==> src/rtl/score_tally_if.sv <==
// Note-event inputs and game-statistic outputs of score_tally, grouped as one bundle.
// master = the side that drives keycode and the note levels; slave = score_tally.
interface score_tally_if #(
  parameter int unsigned N_NOTES = 48,
  parameter int unsigned SCORE_W = 16
);
  logic [7:0]         keycode;
  logic [N_NOTES-1:0] hit_lvl;
  logic [N_NOTES-1:0] miss_lvl;
  logic [SCORE_W-1:0] score_total;
  logic [7:0]         combo;
  logic [7:0]         max_combo;
  logic [7:0]         hit_count;
  logic [7:0]         miss_count;
  logic               game_active;
  logic               round_done;
  logic               hit_pulse;

  modport master (
    output keycode, hit_lvl, miss_lvl,
    input  score_total, combo, max_combo, hit_count, miss_count,
    input  game_active, round_done, hit_pulse
  );

  modport slave (
    input  keycode, hit_lvl, miss_lvl,
    output score_total, combo, max_combo, hit_count, miss_count,
    output game_active, round_done, hit_pulse
  );
endinterface

==> src/rtl/score_tally.sv <==
// Turns per-note hit/miss levels into score, combo and hit/miss statistics for one round.
// Optional macro SCORE_TALLY_COMBO_BONUS_EN: hits at combo >= BONUS_THRESH earn BONUS_PTS extra.
module score_tally #(
  parameter int unsigned N_NOTES      = 48,
  parameter int unsigned SCORE_W      = 16,
  parameter int unsigned POINTS       = 10,
  parameter int unsigned BONUS_THRESH = 10,
  parameter int unsigned BONUS_PTS    = 5
) (
  input logic          frame_clk,
  input logic          Reset,
  score_tally_if.slave bus
);
  localparam int unsigned CntW  = $clog2(N_NOTES + 1);
  localparam int unsigned SumW  = ((CntW > 8) ? CntW : 8) + 1;
  localparam int unsigned ProdW = SCORE_W + 8;
  localparam logic [7:0]  KeyStart = 8'h2C;
  localparam logic [7:0]  KeyIdle  = 8'h01;
  localparam logic [ProdW:0] ScoreMax = {{(ProdW + 1 - SCORE_W){1'b0}}, {SCORE_W{1'b1}}};

`ifdef SCORE_TALLY_COMBO_BONUS_EN
  localparam bit BonusEn = 1'b1;
`else
  localparam bit BonusEn = 1'b0;
`endif

  typedef enum logic [1:0] {StIdle, StPlay, StDone} state_e;

  state_e             state_q, state_d;
  logic [N_NOTES-1:0] hit_prev_q, miss_prev_q;
  logic [N_NOTES-1:0] hit_edge, miss_edge;
  logic [CntW-1:0]    new_hits, new_misses;
  logic [SCORE_W-1:0] score_q, score_d, score_nxt;
  logic [7:0]         combo_q, combo_d, combo_nxt;
  logic [7:0]         max_combo_q, max_combo_d, max_combo_nxt;
  logic [7:0]         hit_count_q, hit_count_d, hit_count_nxt;
  logic [7:0]         miss_count_q, miss_count_d, miss_count_nxt;
  logic               hit_pulse_q, hit_pulse_d;
  logic               bonus_hit;
  logic [ProdW-1:0]   pts_per_hit, hit_points;
  logic [ProdW:0]     score_sum;
  logic [8:0]         resolved;

  function automatic logic [CntW-1:0] popcount(input logic [N_NOTES-1:0] v);
    logic [CntW-1:0] cnt;
    cnt = '0;
    for (int i = 0; i < N_NOTES; i++) begin
      cnt = cnt + CntW'(v[i]);
    end
    return cnt;
  endfunction

  function automatic logic [7:0] sat_add8(input logic [7:0] a, input logic [CntW-1:0] b);
    logic [SumW-1:0] s;
    s = SumW'(a) + SumW'(b);
    return (s > SumW'(255)) ? 8'hFF : s[7:0];
  endfunction

  // A note whose hit and miss both rise in the same cycle counts as a hit only.
  assign hit_edge   = bus.hit_lvl & ~hit_prev_q;
  assign miss_edge  = bus.miss_lvl & ~miss_prev_q & ~hit_edge;
  assign new_hits   = popcount(hit_edge);
  assign new_misses = popcount(miss_edge);

  always_comb begin
    combo_nxt      = (new_misses != '0) ? sat_add8(8'd0, new_hits) : sat_add8(combo_q, new_hits);
    max_combo_nxt  = (combo_nxt > max_combo_q) ? combo_nxt : max_combo_q;
    hit_count_nxt  = sat_add8(hit_count_q, new_hits);
    miss_count_nxt = sat_add8(miss_count_q, new_misses);
    resolved       = {1'b0, hit_count_nxt} + {1'b0, miss_count_nxt};

    // Bonus is judged once per cycle against the already-updated combo.
    bonus_hit   = BonusEn && (32'(combo_nxt) >= BONUS_THRESH);
    pts_per_hit = ProdW'(POINTS) + (bonus_hit ? ProdW'(BONUS_PTS) : '0);
    hit_points  = ProdW'(new_hits) * pts_per_hit;
    score_sum   = {1'b0, ProdW'(score_q)} + {1'b0, hit_points};
    score_nxt   = (score_sum > ScoreMax) ? {SCORE_W{1'b1}} : score_sum[SCORE_W-1:0];
  end

  always_comb begin
    state_d      = state_q;
    score_d      = score_q;
    combo_d      = combo_q;
    max_combo_d  = max_combo_q;
    hit_count_d  = hit_count_q;
    miss_count_d = miss_count_q;
    hit_pulse_d  = 1'b0;

    unique case (state_q)
      StIdle: begin
        score_d      = '0;
        combo_d      = '0;
        max_combo_d  = '0;
        hit_count_d  = '0;
        miss_count_d = '0;
        if (bus.keycode == KeyStart) state_d = StPlay;
      end
      StPlay: begin
        if (bus.keycode == KeyIdle) begin
          state_d      = StIdle;
          score_d      = '0;
          combo_d      = '0;
          max_combo_d  = '0;
          hit_count_d  = '0;
          miss_count_d = '0;
        end else begin
          score_d      = score_nxt;
          combo_d      = combo_nxt;
          max_combo_d  = max_combo_nxt;
          hit_count_d  = hit_count_nxt;
          miss_count_d = miss_count_nxt;
          hit_pulse_d  = (new_hits != '0);
          if (32'(resolved) >= N_NOTES) state_d = StDone;
        end
      end
      StDone: begin
        if (bus.keycode == KeyIdle) begin
          state_d      = StIdle;
          score_d      = '0;
          combo_d      = '0;
          max_combo_d  = '0;
          hit_count_d  = '0;
          miss_count_d = '0;
        end
      end
      default: state_d = StIdle;
    endcase
  end

  always_ff @(posedge frame_clk) begin
    if (Reset) begin
      state_q      <= StIdle;
      hit_prev_q   <= '0;
      miss_prev_q  <= '0;
      score_q      <= '0;
      combo_q      <= '0;
      max_combo_q  <= '0;
      hit_count_q  <= '0;
      miss_count_q <= '0;
      hit_pulse_q  <= 1'b0;
    end else begin
      state_q      <= state_d;
      hit_prev_q   <= bus.hit_lvl;
      miss_prev_q  <= bus.miss_lvl;
      score_q      <= score_d;
      combo_q      <= combo_d;
      max_combo_q  <= max_combo_d;
      hit_count_q  <= hit_count_d;
      miss_count_q <= miss_count_d;
      hit_pulse_q  <= hit_pulse_d;
    end
  end

  assign bus.score_total = score_q;
  assign bus.combo       = combo_q;
  assign bus.max_combo   = max_combo_q;
  assign bus.hit_count   = hit_count_q;
  assign bus.miss_count  = miss_count_q;
  assign bus.game_active = (state_q == StPlay);
  assign bus.round_done  = (state_q == StDone);
  assign bus.hit_pulse   = hit_pulse_q;
endmodule

==> src/flat_wrapper.sv <==
// flat-port wrapper written by rule: the top's interface ports become plain ports
module score_tally_flat 
#(
  parameter int unsigned N_NOTES      = 48,
  parameter int unsigned SCORE_W      = 16,
  parameter int unsigned POINTS       = 10,
  parameter int unsigned BONUS_THRESH = 10,
  parameter int unsigned BONUS_PTS    = 5
)
  (frame_clk, Reset, bus_keycode, bus_hit_lvl, bus_miss_lvl, bus_score_total, bus_combo, bus_max_combo, bus_hit_count, bus_miss_count, bus_game_active, bus_round_done, bus_hit_pulse);
  score_tally_if #(.N_NOTES(N_NOTES), .SCORE_W(SCORE_W)) bus_i ();
  input logic frame_clk;
  input logic Reset;
  input wire logic [$bits(bus_i.keycode)-1:0] bus_keycode;
  input wire logic [$bits(bus_i.hit_lvl)-1:0] bus_hit_lvl;
  input wire logic [$bits(bus_i.miss_lvl)-1:0] bus_miss_lvl;
  output wire logic [$bits(bus_i.score_total)-1:0] bus_score_total;
  output wire logic [$bits(bus_i.combo)-1:0] bus_combo;
  output wire logic [$bits(bus_i.max_combo)-1:0] bus_max_combo;
  output wire logic [$bits(bus_i.hit_count)-1:0] bus_hit_count;
  output wire logic [$bits(bus_i.miss_count)-1:0] bus_miss_count;
  output wire logic [$bits(bus_i.game_active)-1:0] bus_game_active;
  output wire logic [$bits(bus_i.round_done)-1:0] bus_round_done;
  output wire logic [$bits(bus_i.hit_pulse)-1:0] bus_hit_pulse;
  assign bus_i.keycode = bus_keycode;
  assign bus_i.hit_lvl = bus_hit_lvl;
  assign bus_i.miss_lvl = bus_miss_lvl;
  assign bus_score_total = bus_i.score_total;
  assign bus_combo = bus_i.combo;
  assign bus_max_combo = bus_i.max_combo;
  assign bus_hit_count = bus_i.hit_count;
  assign bus_miss_count = bus_i.miss_count;
  assign bus_game_active = bus_i.game_active;
  assign bus_round_done = bus_i.round_done;
  assign bus_hit_pulse = bus_i.hit_pulse;
  score_tally #(.N_NOTES(N_NOTES), .SCORE_W(SCORE_W), .POINTS(POINTS), .BONUS_THRESH(BONUS_THRESH), .BONUS_PTS(BONUS_PTS)) u_core (.frame_clk(frame_clk), .Reset(Reset), .bus(bus_i));
endmodule
==> config.mk <==
export PLATFORM = sky130hd
export DESIGN_NAME = score_tally_flat
export DESIGN_NICKNAME = d
export VERILOG_FILES = /design/src/rtl/score_tally_if.sv /design/src/rtl/score_tally.sv /design/src/flat_wrapper.sv
export SDC_FILE = /design/constraint.sdc
export NUM_CORES = 1
export LEC_CHECK = 0
export ABC_AREA = 1
export CAP_MARGIN = 10
export CORE_ASPECT_RATIO = 0.5
export CORE_MARGIN = 2
export CORE_UTILIZATION = 55
export DETAILED_ROUTE_END_ITERATION = 16
export GPL_ROUTABILITY_DRIVEN = 0
export PLACE_DENSITY = 0.84
export SETUP_SLACK_MARGIN = 0.2
export SYNTH_ARGS = -nofsm -noshare
export SYNTH_HDL_FRONTEND = slang
export SYNTH_SLANG_ARGS = --single-unit
==> constraint.sdc <==
create_clock -name frame_clk -period 10 [get_ports frame_clk]
set_input_delay 1 -clock frame_clk [delete_from_list [all_inputs] [get_ports frame_clk]]
set_output_delay 1 -clock frame_clk [all_outputs]
set_load 0.03 [all_outputs]
# After elaboration in Yosys (flattened, before gate mapping)
# Index checks and enable logic that the tools add are counted.
# op_classes
add_sub_neg,99
multipliers,1
n_lt_le_gt_ge,7
eq_ne,8
n_mux,24
bitwise_logic,7
n_reduce_logical,8
# op_table
cell,count
adder 6 x 1 -> 6 bit,92
bitwise AND 48 bit,3
NOT 48 bit,3
case mux 8 bit (3 select lines),4
two-way mux 8 bit,11
two-way mux 16 bit,3
case mux 16 bit (3 select lines),1
adder 8 x 6 -> 9 bit,3
> comparator 9 x 8 -> 1 bit (second input constant),3
> comparator 25 x 16 -> 1 bit (second input constant),1
adder 16 x 10 -> 17 bit,1
nonzero test 6 bit,2
adder 8 x 8 -> 9 bit,1
greater-or-equal comparator 9 x 6 -> 1 bit (second input constant),1
multiplier 6 x 3 -> 9 bit (second input constant),1
equality test 8 x 1 -> 1 bit (second input constant),1
equality test 8 x 6 -> 1 bit (second input constant),1
> comparator 6 x 8 -> 1 bit (second input constant),1
> comparator 8 bit,1
two-way mux 2 bit,4
!= test 3 x 1 -> 1 bit (second input constant),2
case mux 2 bit (3 select lines),1
AND reduction 3 bit,2
adder 1 x 1 -> 2 bit,2
other kinds (8),9
# totals
ff_bits,147

# Depth between registers and ports, before layout
# Gate-level depths: netlist (run 1).
# depth
ltp_word,59
ltp_mapped,48
depth_no_buf,48

# Least setup slack after synthesis (run 1)
# No wires, ideal clock.
# synth_timing
kind,input -> register
from,input port bus_hit_lvl[0]
to,register u_core.state_q[1]
arrival_time_ps,8467
required_ps,9885
setup_slack_ps,1418
stages,39
n_path_buf,0
cell_sequence,inv_1 nor2_1 nor3_1 ha_1 inv_1 fa_1 fa_1 fa_1 fa_1 fa_1 fa_1 inv_1 fa_1 fa_1 inv_1 fa_1 fa_1 inv_1 [... 3 more ...] o21ai_0 inv_1 nor2_1 nand2_1 inv_1 nor2_1 inv_1 ha_1 fa_1 nand3_1 a21oi_1 nor2_1 nor2_1 nand2_1 nor2_1 nand2_1 a21oi_1 nor2_1
# synth_between
elab_chain_cells,57
word_cells_on_any_way,107
# synth_lines
item,line,source
"start, declared",flat_wrapper.sv:15,input wire logic [$bits(bus_i.hit_lvl)-1:0] bus_hit_lvl;
bitwise AND 48 bit (*),score_tally.sv:60,assign hit_edge = bus.hit_lvl & ~hit_prev_q;
NOT 48 bit,score_tally.sv:61,assign miss_edge = bus.miss_lvl & ~miss_prev_q & ~hit_edge;
bitwise AND 48 bit,score_tally.sv:61,
adder 1 x 1 -> 2 bit,score_tally.sv:48,cnt = cnt + CntW'(v[i]);
adder 6 x 1 -> 6 bit (46 in series),score_tally.sv:48,
adder 8 x 6 -> 9 bit,score_tally.sv:55,s = SumW'(a) + SumW'(b);
> comparator 9 x 8 -> 1 bit,score_tally.sv:56,return (s > SumW'(255)) ? 8'hFF : s[7:0];
two-way mux 8 bit,score_tally.sv:56,
adder 8 x 8 -> 9 bit (*),score_tally.sv:70,"resolved = {1'b0, hit_count_nxt} + {1'b0, miss_count_nxt};"
greater-or-equal comparator 9 x 6 -> 1 bit (*),score_tally.sv:113,if (32'(resolved) >= N_NOTES) state_d = StDone;
!= test 3 x 1 -> 1 bit (no line) (*),n/a,
AND reduction 3 bit (no line) (*),n/a,
"end signal, assigned",score_tally.sv:132,state_q <= StIdle;
"end signal, assigned",score_tally.sv:142,state_q <= state_d;
"end, declared",score_tally.sv:29,"state_e state_q, state_d;"
# Every way passes the cells marked *; elsewhere a longest branch is shown, timed or not.
# A chain may end at the register's enable or synchronous reset.

# Final worst setup path (run 1)
# layout_timing
from,input port bus_hit_lvl[1]
to,register u_core.state_q[1]
# The elaborated chain is that of the path after synthesis.

==> results.cfg, run 1 <==
[outcome]
status = finished, final reports clean

[clock_tree]
cts_buffer_depth = 2
insertion_delay_ps = 430
cts_hold_buf = 0
clock_sinks = 147
ctsResizeCount = 0
ctsHtreeMaxLevel = 4
cts_made_buffers = 17
post_cts_buffers = 0
root_buffer = clkbuf_16
clkSlewWorstSetupHoldPaths_ps = 70
cts_tree = yes

[sta]
drv_slew = 0
final.setup.tns_ps = 0
finalCriticalPeriod_ps = 9264
finalSetupViolations = 0
worstMarginPinSlew_ps = 1084
relSlewSlack_pct = 27.73
setup_ws_ps = 736.1
hold_violations = 0
fmax_ghz = 0.1079
fin_worst_skew_ps = 15.04
rsz0062_at_grt = no
post-route-period-util_pct = 92.64

[setup_path]
endpoint_kind = register
crit_end = u_core.state_q[1]
worst_ep_required_time_ps = 10310
cp-start-kind = input port
cp_max_fo = 4
rrSetupSlack_ps = 1490
crit_type = in2reg
r2r_end = u_core.state_q[1]
crit_path_top_delay_cell = fa_1
reg2reg_depth = 42
r2r_start = u_core.hit_prev_q[1]
crit_start = bus_hit_lvl[1]
cp_slowest_stage_delay_ps = 540
cp_data_arrival_time_ps = 9580

[min_path]
hold_path_class = reg2reg

[finish]
layout_commonest_cell = inv_1
diodes = 0
area_delta_synth_final_pct = 24.52
mostFrequentLayoutCells = 282 x inv_1, 199 x nand2_1, 190 x nor2_1, 155 x clkdlybuf4s50_1, 147 x dfxtp_1
drive_gt1_share_pct = 5.385
nets = 1677
stdcell_count = 1664
utilization_pct = 69.63
nFillCells = 1370

[floorplanning]
start_util_pct = 55.92
die_x_um = 191.4
die_y_um = 97.70
die_area_mm2 = 0.01870
ios = 157
num_rows = 34
fp.coreArea_mm2 = 0.01727

[logic_synthesis]
netlist_area_mm2 = 0.009658
synth_cells = 1259
synth-seq-area-share_pct = 30.47
syn_nets = 1519
avgSynthCellArea_um2 = 7.671
yosysWarnings = 0
ys_types = 39
ys_ff_latch = 147

[place]
numPortBuffers = 156
placed_cells = 1632
dp_hpwl_um = 17820
post-place-ws_ps = 316.4

[global_routing]
antenna_found_initial = 0
overflow = 0
grt_pass1_vias = 8614
track_usage_pct = 25.29
grt_first_pass_wirelength_um = 38010
grt_max_degree = 107

[route]
drtIter0Drc = 417
dr.pass1.iters = 8
wl_per_cell_um = 13.48
routed_wl_um = 22430
num_vias = 8323
vias_per_cell = 5.002
ant_nets = 0
drc = 0

[flow_run]
max-cap-violations = 0
[cells in the mapped netlist, drive strengths merged]
master / instances / area [µm²]
xnor2: 13 / 113.9
nand3b: 5 / 37.54
xor2: 4 / 35.03
nor2: 195 / 755.7
o21ai: 45 / 229.0
nor3b: 1 / 7.510
and2: 5 / 31.28
dfxtp: 147 / 2943
a22o: 3 / 26.28
ha: 70 / 875.8
a21oi: 54 / 274.0
a211oi: 1 / 7.510
fa: 84 / 1682
inv: 284 / 1069
or3: 6 / 37.54
nand2: 205 / 782.0
clkbuf: 13 / 48.80
o31ai: 1 / 7.510
buf: 7 / 46.29
nor3: 24 / 120.1
nand4: 8 / 50.05
o211ai: 3 / 22.52
a21o: 2 / 15.01
o21a: 1 / 7.510
or2: 25 / 156.4
nand3: 49 / 250.2
a41oi: 1 / 8.760
o22ai: 3 / 18.77
[per-layer routing]
metal / up-vias / wire [µm] / track usage, %
li1: 4126 / - / -
met1: 3845 / 9373 / 30.93
met2: 293 / 11120 / 44.43
met3: 59 / 1400 / 5.056
met4: 0 / 533 / 9.112
met5: - / 0 / 0
[sequential cells by signal, indices dropped and copies added, names as in the netlist]
| name | flops |
|---|---|
| u_core.bus.hit_count | 8 |
| u_core.bus.miss_count | 8 |
| u_core.bus.hit_pulse | 1 |
| u_core.hit_prev_q | 48 |
| u_core.bus.max_combo | 8 |
| u_core.state_q | 2 |
| u_core.bus.combo | 8 |
| u_core.miss_prev_q | 48 |
| u_core.bus.score_total | 16 |
[layout make-up]
| type | count | area, µm² | area share [%] |
|---|---|---|---|
| well taps | 234 | 292.8 | 2.434 |
| inverters | 284 | 1069 | 8.885 |
| repair buffers | 159 | 1582 | 13.15 |
| multi-input cells | 808 | 5557 | 46.20 |
| clock inverters | 14 | 145.1 | 1.207 |
| clock buffers | 18 | 439.2 | 3.652 |
| flip-flops and latches | 147 | 2943 | 24.47 |
[worst max-delay path, delay by kind of cell]
kind	cells	cell delay (ps)
AOI/OAI and AO/OA	1	70
xor gates and xnor gates	1	240
adders and majority gates	13	5550
buffers and inverters	9	1030
and+or+nand+nor	20	1660
[kinds of logic after synthesis]
kind of cell / count (synthesis) / synth area share, %
simple gates: 523 / 23.07
xor+xnor: 17 / 1.542
buf+inv: 304 / 12.05
flops: 147 / 30.47
fa+ha+maj: 154 / 26.48
compound gates: 114 / 6.387
[per-stage QoR]
stage	cell area [µm²]	hold WS, ps
after CTS	12020	493.7
final	12030	494.5
after floorplan	9658	536.4
after detailed placement	11440	478.9
after global routing	12030	518.3
after global placement	11440	472.6
[worst min-delay path by stage]
stage / to / start / depth (start not counted)
global placement: u_core.bus.score_total[9] / u_core.bus.score_total[9] / 2
finish: u_core.bus.max_combo[1] / u_core.bus.max_combo[1] / 2
CTS: u_core.bus.max_combo[1] / u_core.bus.max_combo[1] / 2
global route: u_core.bus.hit_count[5] / u_core.bus.hit_count[5] / 2
floorplan: u_core.state_q[1] / u_core.state_q[1] / 2
detailed placement: u_core.bus.score_total[9] / u_core.bus.score_total[9] / 2
Power of run 1 is left out: the tool's default activity adds up to more than one toggle a clock period on the data nets, which glitch-free logic cannot reach.
==> run 2: changes to the inputs <==
--- a/config.mk
+++ b/config.mk
@@ -5,14 +5,13 @@
 export SDC_FILE = /design/constraint.sdc
 export NUM_CORES = 1
 export LEC_CHECK = 0
-export ABC_AREA = 1
 export CAP_MARGIN = 10
 export CORE_ASPECT_RATIO = 0.5
 export CORE_MARGIN = 2
-export CORE_UTILIZATION = 55
+export CORE_UTILIZATION = 54
 export DETAILED_ROUTE_END_ITERATION = 16
 export GPL_ROUTABILITY_DRIVEN = 0
-export PLACE_DENSITY = 0.84
+export PLACE_DENSITY = 0.83
 export SETUP_SLACK_MARGIN = 0.2
 export SYNTH_ARGS = -nofsm -noshare
 export SYNTH_HDL_FRONTEND = slang
==> run 2 against run 1 <==
Register-to-register slack got worse by 260 ps. Fmax down 3.0%. Cell area decreased by 1.1%. Critical path depth down 13. Count of clock-buffer cells in the layout unchanged. Critical endpoint is now u_core.state_q[0].
==> results.cfg, run 2 <==
[finish]
drive_gt1_share_pct = 7.124
area_delta_synth_final_pct = 26.61
nets = 1384
seq_area_mm2 = 0.002943
diodes = 0
layout_commonest_cell = clkdlybuf4s50_1
nFillCells = 1285
final_area_mm2 = 0.01190
multiInputGateArea_mm2 = 0.005938
mostFrequentLayoutCells = 155 x clkdlybuf4s50_1, 147 x dfxtp_1, 126 x nor2b_1, 125 x inv_1, 82 x fa_1

[logic_synthesis]
synth_edf_count = 0
synth_area_leaders = dfxtp_1 31%, fa_1 18%, ha_1 9.3%
synth_most_common_cell = dfxtp_1
avgSynthCellArea_um2 = 9.821
ys_types = 64
synth_cells = 957
netlist_area_mm2 = 0.009399
syn_nets = 1217
ys_ff_latch = 147
yosysWarnings = 0
synth.top_cell.area_share_pct = 31.31
ys_async_sr_fraction_pct = 0
yosysTopAreaCell = dfxtp_1
synth_ff_type = dfxtp_1
synth-seq-area-share_pct = 31.31
synth_common_cells = 147 x dfxtp_1, 128 x nor2b_1, 125 x inv_1

[global_routing]
track_usage_pct = 23.88
overflow = 0
grt_pass1_vias = 7541
grt_max_degree = 102
antenna_found_initial = 0
grt_first_pass_wirelength_um = 35410

[sta]
rsz0062_at_grt = yes
relSlewSlack_pct = 31.84
post-route-period-util_pct = 95.47
hold_violations = 0
drv_slew = 0
fin_worst_skew_ps = 12.03
worstMarginPinSlew_ps = 1022
fmax_ghz = 0.1048
finalSetupViolations = 0
finalCriticalPeriod_ps = 9547
whs_ps = 453.7

[place]
numPortBuffers = 156
place_area_mm2 = 0.01125
dp_hpwl_um = 16560

[clock_tree]
cts_buffer_depth = 2
cts_made_buffers = 17
clock_sinks = 147
cts_tree = yes
insertion_delay_ps = 430
root_buffer = clkbuf_16
ctsHtreeMaxLevel = 4
clkSlewWorstSetupHoldPaths_ps = 60

[route]
routed_wl_um = 21290
ant_nets = 0
drtIter0Drc = 257
dr.pass1.iters = 5
drc = 0
wl_per_cell_um = 15.53
vias_per_cell = 5.258
num_vias = 7209

[floorplanning]
die_x_um = 190.6
start_util_pct = 54.69
num_rows = 34
die_area_mm2 = 0.01854
die_y_um = 97.29
ios = 157
fp.coreArea_mm2 = 0.01719

[setup_path]
crit_top_cell = fa_1
cp_slowest_stage_delay_ps = 570
endpoint_kind = register
cp_data_arrival_time_ps = 9890
cp_max_fo = 6
cp-start-kind = input port
worst_ep_required_time_ps = 10350
crit_type = in2reg
crit_path_top_delay_cell = fa_1

[min_path]
hold_path_class = reg2reg

[outcome]
status = finished, final reports clean

[flow_run]
max-cap-violations = 0
run 2: stage by stage:
| stage | cells | TNS (ps) | setup slack (ps) | util (%) |
|---|---|---|---|---|
| floorplan | 957 | 0 | 972.8 | - |
| global placement | 1337 | -149.8 | -75.04 | 65.46 |
| detailed placement | 1337 | -731.0 | -304.6 | 65.46 |
| CTS | 1369 | 0 | 244.2 | 68.85 |
| global route | 1371 | 0 | 113.2 | 69.24 |
| finish | 1371 | 0 | 453.4 | 69.24 |
run 2: area by class of cell:
class                      count  area share (%)
clock buffer                  18           3.606
clock inverter                14           1.199
inverter                     126           3.995
multi-input combinational    660           49.90
sequential                   147           24.73
tap                          234           2.460
timing repair buffer         172           14.11
run 2: logic make-up (layout without fill, tap and decap cells):
logic type,after synthesis,in the layout,share of synthesized area [%]
buffers and inverters,150,330,6.177
flip-flops,147,147,31.31
AND/OR/NAND/NOR,315,315,20.74
AO/OA/AOI/OAI,164,164,11.97
adder cells (fa/ha/maj),154,154,27.21
multiplexers,4,4,0.4526
XOR/XNOR,23,23,2.143
run 2: repair_timing:
item | in CTS | in global routing
pin swaps | 0 | 13
buffers inserted | 0 | 2
gates resized for setup | 2 | 16
hold buffers | 0 | 0
setup endpoints to repair | 2 | 23
run 2: worst max-delay path: cells and delay by family:
| kind | cells | cell delay [ps] |
|---|---|---|
| multiplexers | 1 | 180 |
| AO/OA/AOI/OAI | 6 | 1140 |
| buffers and inverters | 3 | 560 |
| AND/OR/NAND/NOR | 9 | 1820 |
| adder cells (fa/ha/maj) | 12 | 5160 |
run 2: per-layer routing:
metal,vias to the layer above,GRT usage [%],part of all wire (%)
met2,165,41.06,50
met5,-,0,0
met1,3499,29.85,44
met4,0,7.931,2.2
met3,42,5.237,4.4
li1,3503,-,-
run 2: worst paths after layout:
path | from | endpoint | slack (ps) | depth (start not counted)
worst max-delay path | bus_hit_lvl[42] | u_core.state_q[0] | 450 | 31
worst min-delay path | u_core.bus.score_total[0] | u_core.bus.score_total[0] | 450 | 2
worst min register to register | u_core.bus.score_total[0] | u_core.bus.score_total[0] | 450 | 2
worst max register to register | u_core.hit_prev_q[42] | u_core.state_q[0] | 1230 | 30
Power of run 2 is left out for the same reason.
==> run 3: changes to the inputs <==
--- a/config.mk
+++ b/config.mk
@@ -7,7 +7,7 @@
 export LEC_CHECK = 0
 export CAP_MARGIN = 10
 export CORE_ASPECT_RATIO = 0.5
-export CORE_MARGIN = 2
+export CORE_MARGIN = 4
 export CORE_UTILIZATION = 54
 export DETAILED_ROUTE_END_ITERATION = 16
 export GPL_ROUTABILITY_DRIVEN = 0
==> run 3 against run 2 <==
Non-clock buffer count up 4. Critical path depth rose by 2. Wire length is 3.2% higher. Critical path type unchanged. Largest cell class unchanged. Highest routed layer unchanged.
==> results.cfg, run 3 (synthesis gave the netlist of run 2 again) <==
[outcome]
status = finished, final reports clean

[place]
numPortBuffers = 156
post-place-ws_ps = -213.1
placed_cells = 1331
dp_hpwl_um = 17250

[sta]
fmax_ghz = 0.1045
rsz0062_at_grt = yes
finalCriticalPeriod_ps = 9568
relSlewSlack_pct = 33.31
post-route-period-util_pct = 95.68
fin_worst_skew_ps = 13.35
whs_ps = 446.2
finalSetupViolations = 0
setup_ws_ps = 432.0
worstMarginPinSlew_ps = 1000
drv_slew = 0
hold_violations = 0

[floorplanning]
die_area_mm2 = 0.01971
num_rows = 33
fp.coreArea_mm2 = 0.01672
ios = 157
die_y_um = 101.3
die_x_um = 194.6
start_util_pct = 56.21

[finish]
diodes = 0
mostFrequentLayoutCells = 155 x clkdlybuf4s50_1, 147 x dfxtp_1, 126 x nor2b_1, 125 x inv_1, 83 x fa_1
drive_gt1_share_pct = 7.537
area_delta_synth_final_pct = 26.65
layout_commonest_cell = clkdlybuf4s50_1
nFillCells = 1264
seq_area_mm2 = 0.002943
stdcell_count = 1368
multiInputGateArea_mm2 = 0.005931
nets = 1388

[global_routing]
grt_max_degree = 98
track_usage_pct = 22.50
grt_pass1_vias = 7633
grt_first_pass_wirelength_um = 35960
overflow = 0
antenna_found_initial = 0

[clock_tree]
clkSlewWorstSetupHoldPaths_ps = 70
cts_buffer_depth = 2
cts_tree = yes
cts_made_buffers = 17
clock_sinks = 147
root_buffer = clkbuf_16
ctsHtreeMaxLevel = 4
insertion_delay_ps = 440

[setup_path]
crit_type = in2reg
crit_path_top_delay_cell = fa_1
cp-start-kind = input port
cp_slowest_stage_delay_ps = 590
crit_top_cell = fa_1
endpoint_kind = register
cp_max_fo = 6
cp_data_arrival_time_ps = 9920
worst_ep_required_time_ps = 10350

[route]
ant_nets = 0
drc = 0
vias_per_cell = 5.270
drtIter0Drc = 385
num_vias = 7209
wl_per_cell_um = 16.07
dr.pass1.iters = 5
routed_wl_um = 21980

[flow_run]
max-cap-violations = 0

[min_path]
hold_path_class = reg2reg
-- run 3: worst paths after layout --
kind,startpoint,end,depth (start not counted),slack (ps)
worst min register to register,u_core.bus.score_total[0],u_core.bus.score_total[0],2,450
worst max register to register,u_core.hit_prev_q[0],u_core.state_q[0],32,1210
worst min-delay path,u_core.bus.score_total[0],u_core.bus.score_total[0],2,450
worst max-delay path,bus_hit_lvl[0],u_core.state_q[0],33,430
-- run 3: layer usage --
layer	wire length [µm]	GRT usage [%]	up-vias
li1	-	-	3516
met1	9491	27.55	3446
met2	10940	40.65	213
met3	1110	4.520	34
met4	433	7.343	0
met5	0	0	-
-- run 3: final cells by class --
type                            count  area share (%)
Timing Repair Buffer              176           14.36
Clock inverter                     15           1.146
Inverter                          126           3.994
Tap cell                          227           2.386
Clock buffer                       17           3.574
Multi-Input combinational cell    660           49.82
Sequential cell                   147           24.72
-- run 3: critical path, delay by kind of cell --
kind	cells	cell delay, ps
and+or+nand+nor	8	1200
buffers and inverters	3	590
adders and majority gates	12	5270
AOI/OAI and AO/OA	9	1700
muxes	1	140
-- run 3: through the flow --
stage               area, µm²  util (%)  setup TNS, ps
floorplan                9399         -              0
global placement        11250     67.27         -134.7
detailed placement      11250     67.27         -417.6
CTS                     11810     70.63              0
global route            11900     71.19              0
finish                  11900     71.19              0
-- run 3: timing repair --
| item | in CTS | in global routing |
|---|---|---|
| endpoints found under the setup margin | 0 | 26 |
| hold buffers | 0 | 0 |
| gates resized for setup | 0 | 14 |
| buffers inserted | 0 | 5 |
Power of run 3 is left out for the same reason.
